`src/rtl/alu_seq.sv`:
```
// Sequential 16-op ALU with valid/ready on both sides and an iterative restoring divider.
// Results and flags are registered; only i_in_ready's counterpart o_in_ready is combinational.
module alu_seq #(
  parameter int unsigned WIDTH = 8
) (
  input  logic                 i_clk,
  input  logic                 i_rst,
  input  logic                 i_in_valid,
  output logic                 o_in_ready,
  input  logic [3:0]           i_sel,
  input  logic [WIDTH-1:0]     i_a,
  input  logic [WIDTH-1:0]     i_b,
  output logic                 o_out_valid,
  input  logic                 i_out_ready,
  output logic [2*WIDTH-1:0]   o_result,
  output logic                 o_flag_zero,
  output logic                 o_flag_carry,
  output logic                 o_flag_dbz
);

  localparam int unsigned CntW = $clog2(WIDTH + 1);

  typedef enum logic [1:0] {StIdle, StDiv, StDone} state_e;

  state_e             r_state;
  logic [2*WIDTH-1:0] r_result;
  logic               r_out_valid;
  logic               r_flag_zero;
  logic               r_flag_carry;
  logic               r_flag_dbz;
  logic [WIDTH-1:0]   r_rem;
  logic [WIDTH-1:0]   r_quo;
  logic [WIDTH-1:0]   r_div_b;
  logic [CntW-1:0]    r_cnt;

  logic               w_accept;
  logic [WIDTH:0]     w_sum;
  logic [WIDTH:0]     w_sub;
  logic [2*WIDTH-1:0] w_prod;
  logic [2*WIDTH-1:0] w_res;
  logic               w_carry;
  logic               w_dbz;
  logic [WIDTH:0]     w_shift;
  logic               w_ge;
  logic [WIDTH-1:0]   w_rem_nxt;
  logic [WIDTH-1:0]   w_quo_nxt;
  logic [2*WIDTH-1:0] w_div_res;

  assign o_in_ready  = (r_state == StIdle) | ((r_state == StDone) & i_out_ready);
  assign w_accept    = i_in_valid & o_in_ready;
  assign o_out_valid = r_out_valid;
  assign o_result    = r_result;
  assign o_flag_zero  = r_flag_zero;
  assign o_flag_carry = r_flag_carry;
  assign o_flag_dbz   = r_flag_dbz;

  assign w_sum  = {1'b0, i_a} + {1'b0, i_b};
  assign w_sub  = {1'b0, i_a} - {1'b0, i_b};
  assign w_prod = {{WIDTH{1'b0}}, i_a} * {{WIDTH{1'b0}}, i_b};

  always_comb begin
    w_res   = '0;
    w_carry = 1'b0;
    w_dbz   = 1'b0;
    case (i_sel)
      4'd0:  begin w_res[WIDTH:0] = w_sum; w_carry = w_sum[WIDTH]; end
      4'd1:  begin w_res[WIDTH-1:0] = w_sub[WIDTH-1:0]; w_carry = w_sub[WIDTH]; end
      4'd2:  w_res = w_prod;
      // Only reaches the result path when b == 0; nonzero divisors go to StDiv.
      4'd3:  begin w_res = {i_a, {WIDTH{1'b1}}}; w_dbz = 1'b1; end
      4'd4:  begin w_res[WIDTH:0] = {i_a, 1'b0}; w_carry = i_a[WIDTH-1]; end
      4'd5:  begin w_res[WIDTH-1:0] = i_a >> 1; w_carry = i_a[0]; end
      4'd6:  w_res[WIDTH-1:0] = {i_a[WIDTH-2:0], i_a[WIDTH-1]};
      4'd7:  w_res[WIDTH-1:0] = {i_a[0], i_a[WIDTH-1:1]};
      4'd8:  w_res[WIDTH-1:0] = i_a & i_b;
      4'd9:  w_res[WIDTH-1:0] = i_a | i_b;
      4'd10: w_res[WIDTH-1:0] = i_a ^ i_b;
      4'd11: w_res[WIDTH-1:0] = ~(i_a | i_b);
      4'd12: w_res[WIDTH-1:0] = ~(i_a & i_b);
      4'd13: w_res[WIDTH-1:0] = ~(i_a ^ i_b);
      4'd14: w_res[0] = (i_a > i_b);
      4'd15: w_res[0] = (i_a == i_b);
      default: w_res = '0;
    endcase
  end

  // Restoring step: the partial remainder is always < b, so the difference fits in WIDTH bits.
  assign w_shift   = {r_rem, r_quo[WIDTH-1]};
  assign w_ge      = (w_shift >= {1'b0, r_div_b});
  assign w_rem_nxt = w_ge ? (w_shift[WIDTH-1:0] - r_div_b) : w_shift[WIDTH-1:0];
  assign w_quo_nxt = {r_quo[WIDTH-2:0], w_ge};
  assign w_div_res = {r_rem, r_quo};

  always_ff @(posedge i_clk) begin
    if (i_rst) begin
      r_state      <= StIdle;
      r_result     <= '0;
      r_out_valid  <= 1'b0;
      r_flag_zero  <= 1'b0;
      r_flag_carry <= 1'b0;
      r_flag_dbz   <= 1'b0;
      r_rem        <= '0;
      r_quo        <= '0;
      r_div_b      <= '0;
      r_cnt        <= '0;
    end else begin
      case (r_state)
        StDiv: begin
          if (r_cnt == CntW'(WIDTH)) begin
            r_result     <= w_div_res;
            r_flag_zero  <= (w_div_res == '0);
            r_flag_carry <= 1'b0;
            r_flag_dbz   <= 1'b0;
            r_out_valid  <= 1'b1;
            r_state      <= StDone;
          end else begin
            r_rem <= w_rem_nxt;
            r_quo <= w_quo_nxt;
            r_cnt <= r_cnt + 1'b1;
          end
        end
        default: begin
          if (w_accept) begin
            if ((i_sel == 4'd3) && (i_b != '0)) begin
              r_rem       <= '0;
              r_quo       <= i_a;
              r_div_b     <= i_b;
              r_cnt       <= '0;
              r_out_valid <= 1'b0;
              r_state     <= StDiv;
            end else begin
              r_result     <= w_res;
              r_flag_zero  <= (w_res == '0);
              r_flag_carry <= w_carry;
              r_flag_dbz   <= w_dbz;
              r_out_valid  <= 1'b1;
              r_state      <= StDone;
            end
          end else if ((r_state == StDone) && i_out_ready) begin
            r_out_valid <= 1'b0;
            r_state     <= StIdle;
          end
        end
      endcase
    end
  end

endmodule

```
`config.mk`:
```
export PLATFORM = sky130hd
export DESIGN_NAME = alu_seq
export DESIGN_NICKNAME = d
export VERILOG_FILES = /design/src/rtl/alu_seq.sv
export SDC_FILE = /design/constraint.sdc
export NUM_CORES = 1
export LEC_CHECK = 0
export ABC_AREA = 1
export CAP_MARGIN = 20
export CORE_MARGIN = 1.5
export CORE_UTILIZATION = 50
export DETAILED_ROUTE_END_ITERATION = 8
export PLACE_DENSITY = 0.73
export SYNTH_ARGS = -nofsm -noshare
export SYNTH_HDL_FRONTEND = slang
export SYNTH_SLANG_ARGS = --single-unit
```
`constraint.sdc`:
```
create_clock -name i_clk -period 7 [get_ports i_clk]
set_input_delay 1.75 -clock i_clk [delete_from_list [all_inputs] [get_ports i_clk]]
set_output_delay 1.75 -clock i_clk [all_outputs]
set_load 0.03 [all_outputs]
```
==> results.toml <==
[clock_network]
clock-sinks = 49
cts_resized = 0
cts_buffers = 5
htree_levels = 2
cts_tree = "built"
clk_latency_ns = 0.30
ctsHoldBuffers = 0
clockBufferDepth = 2
clk_pin_slew_ns = 0.06
cts_root_buffer = "clkbuf_16"
post_cts_buffers = 0

[yosys]
synth_compound_area_share_pct = 12.63
muxShareOfSynthArea_pct = 0
synth_common_cells = "nand2_1, inv_1, nor2_1, a21oi_1, nand3_1"
postSynthAreaPerCell_sq_um = 6.147
yosysTopAreaCell = "nand2_1"
ys_types = 37
yosysWarnings = 0
synthCells = 1083
yosysTopAreaCellShare_pct = 17.48
syn_area_sq_um = 6658
async_flop_share_pct = 0
synth-edff-count = 0
synth_xor_xnor_area_share_pct = 1.052
synth_seq_cells = 49
synth_fa_ha_area_share_pct = 24.88
synth_top_family_by_area = "simple AND/OR/NAND/NOR gates"
ys_seq_area_share_pct = 14.73
syn_nets = 1216
yosysMostFrequentCell = "nand2_1"
synthSimpleGateAreaFrac_pct = 32.38
synthTopCellsByArea = "nand2_1, dfxtp_1, ha_1"
synth_ff_type = "dfxtp_1"

[critical_path]
critPathLaunchType = "primary input"
critical_path_class = "in2reg"
cp-startpoint = "i_b[3]"
worstPathArrival_ns = 6.63
required_ns = 7.22
rr_worst_depth = 8
cp-end-kind = "flop"
reg2reg_from = "r_state[0]"
r2r-end = "o_result[3]"
reg2reg_slack_ns = 3.98
crit_fanout = 11

[sta]
maxSlewHeadroom_pct = 33.48
finalCriticalPeriod_ns = 6.411
fmax_mhz = 156.0
final-setup-viol-count = 0
rsz0062_at_grt = "no"
tns_ns = 0
hold_slack_ns = 0.4593
timing.final.crit_share_pct = 91.59
final_max_slew_viol_count = 0
skew_ns = 0.008479
hold_violations = 0
worstMarginPinSlew_ns = 0.9946

[route]
postRouteAntennaNets = 0
drt-initial-drc-count = 593
wirelength_microns = 21150
num_vias = 7020
detail_route.vias_per_cell = 5.480
drcViolationCount = 0
dr.pass1.iters = 8
wl_per_cell_microns = 16.51

[global_route]
grt_use_total_pct = 30.19
grt-ovfl-total = 0
grt_antenna_before_repair = 0
first_global_vias = 6454
grt_start_max_net_pins = 27
grt_pass1_wl_microns = 33500

[pwr]
switching_share_pct = 47.12
seqPwrFrac_pct = 22.6
finalPower_mw = 1.327
leakage_nw = 3.952
peakVddDrop_mv = 0.09361
intPower_mw = 0.7016
pwr-share-clk_pct = 18.6
p_switching_mw = 0.6251
power_density_nw_per_um2 = 179.7
comb_power_share_pct = 58.8

[finish]
area_delta_synth_final_pct = 10.86
final_layout_size_suffix_gt1_share_pct = 3.517
final_nets = 1241
diodes = 0

[place]
globalplace.congestion = 1.052
place.port_buffers = 44
dp_hpwl_microns = 16970

[min_path]
min_to = "r_div_b[6]"
min_path_cells = 2
worstHoldStart = "r_div_b[6]"
hold_path_class = "reg2reg"

[floorplan]
fp.dieH_microns = 118.4
core_sq_um = 12820
rows = 41
die_w_microns = 118.4
pin_count = 45
die_area_sq_um = 14020
start_util_pct = 51.91

[flow_run]
maxCapViolations = 0

[status]
status = "completed"
-- metrics by stage --
| step | utilization, % | area [sq um] | setup WS [ns] | cells |
|---|---|---|---|---|
| floorplan | - | 6658 | 1.166 | 1083 |
| global placement | 56.38 | 7231 | 0.4615 | 1273 |
| detailed placement | 56.38 | 7231 | 0.3505 | 1273 |
| CTS | 57.55 | 7381 | 0.6431 | 1281 |
| global route | 57.55 | 7381 | 0.2988 | 1281 |
| finish | 57.55 | 7381 | 0.5890 | 1281 |
-- cells by family (layout without fill, tap and decap cells) --
| kind of cell | after synthesis | after routing |
|---|---|---|
| compound gates | 156 | 156 |
| xor+xnor | 8 | 8 |
| fa+ha+maj | 109 | 109 |
| buf+inv | 246 | 272 |
| flops | 49 | 49 |
| simple gates | 515 | 515 |
-- power groups by stage --
| stage | Combinational, mW | Clock, mW | Sequential, mW |
|---|---|---|---|
| after detailed placement | 0.766 | 0 | 0.306 |
| after global placement | 0.758 | 0 | 0.306 |
| final | 0.780 | 0.247 | 0.300 |
| after CTS | 0.771 | 0.248 | 0.300 |
| after global routing | 0.881 | 0.259 | 0.301 |
| after floorplan | 0.539 | 0 | 0.324 |
-- worst max-delay path by stage --
| stage | to | slack, ns |
|---|---|---|
| after global placement | o_flag_zero | 0.46 |
| after global routing | o_flag_zero | 0.30 |
| after floorplan | o_flag_zero | 1.17 |
| after CTS | o_flag_zero | 0.64 |
| final | o_flag_zero | 0.59 |
| after detailed placement | o_flag_zero | 0.35 |
-- sequential cells by signal, indices dropped and copies added, names as in the netlist --
| register | cells |
|---|---|
| r_state | 2 |
| o_flag_carry | 1 |
| r_rem | 8 |
| r_quo | 8 |
| o_result | 16 |
| o_flag_dbz | 1 |
| o_flag_zero | 1 |
| r_div_b | 8 |
| r_cnt | 4 |
-- routing by layer --
metal | track usage [%] | vias up | part of all wire [%]
li1 | - | 3448 | -
met1 | 40.78 | 3206 | 43
met2 | 47.64 | 304 | 45
met3 | 4.295 | 62 | 7.4
met4 | 14.01 | 0 | 4.8
met5 | 0 | - | 0
-- worst max-delay path, cell delays in order --
cell             delay [ns]
clkdlybuf4s50_1        0.69
ha_1                   0.42
fa_1                   0.46
fa_1                   0.52
fa_1                   0.49
inv_1                  0.05
fa_1                   0.53
inv_1                  0.04
ha_1                   0.35
nand2_1                0.13
inv_1                  0.05
nand2_1                0.08
nand3_1                0.09
or2_2                  0.27
nand3_1                0.06
o21ai_0                0.12
nor2_1                 0.13
nand2_1                0.06
nor2_1                 0.13
nand3_1                0.08
a21oi_1                0.13
-- cells in the final DEF, fill, tap and decap left out, types with 4 or more instances in the layout --
cell type,instances
nand2_1,310
inv_1,201
nor2_1,82
a21oi_1,78
nand3_1,76
ha_1,70
o21ai_0,49
dfxtp_1,49
clkdlybuf4s50_1,44
fa_1,39
nand4_1,15
buf_4,12
nor3_1,10
a31oi_1,8
nor2_2,6
inv_2,6
o22ai_1,6
xor2_1,6
nor4_1,5
clkbuf_16,5
o211ai_1,4
o2111ai_1,4
-- cell type report --
type / count / area (sq um)
sequential: 49 / 980.9
clock buffer: 5 / 125.1
tap: 172 / 215.2
inverter: 208 / 780.7
clock inverter: 3 / 25.02
timing repair buffer: 56 / 530.5
multi-input combinational: 788 / 4723
fill: 1346 / 5444
Power figures use the tool's default switching activity.
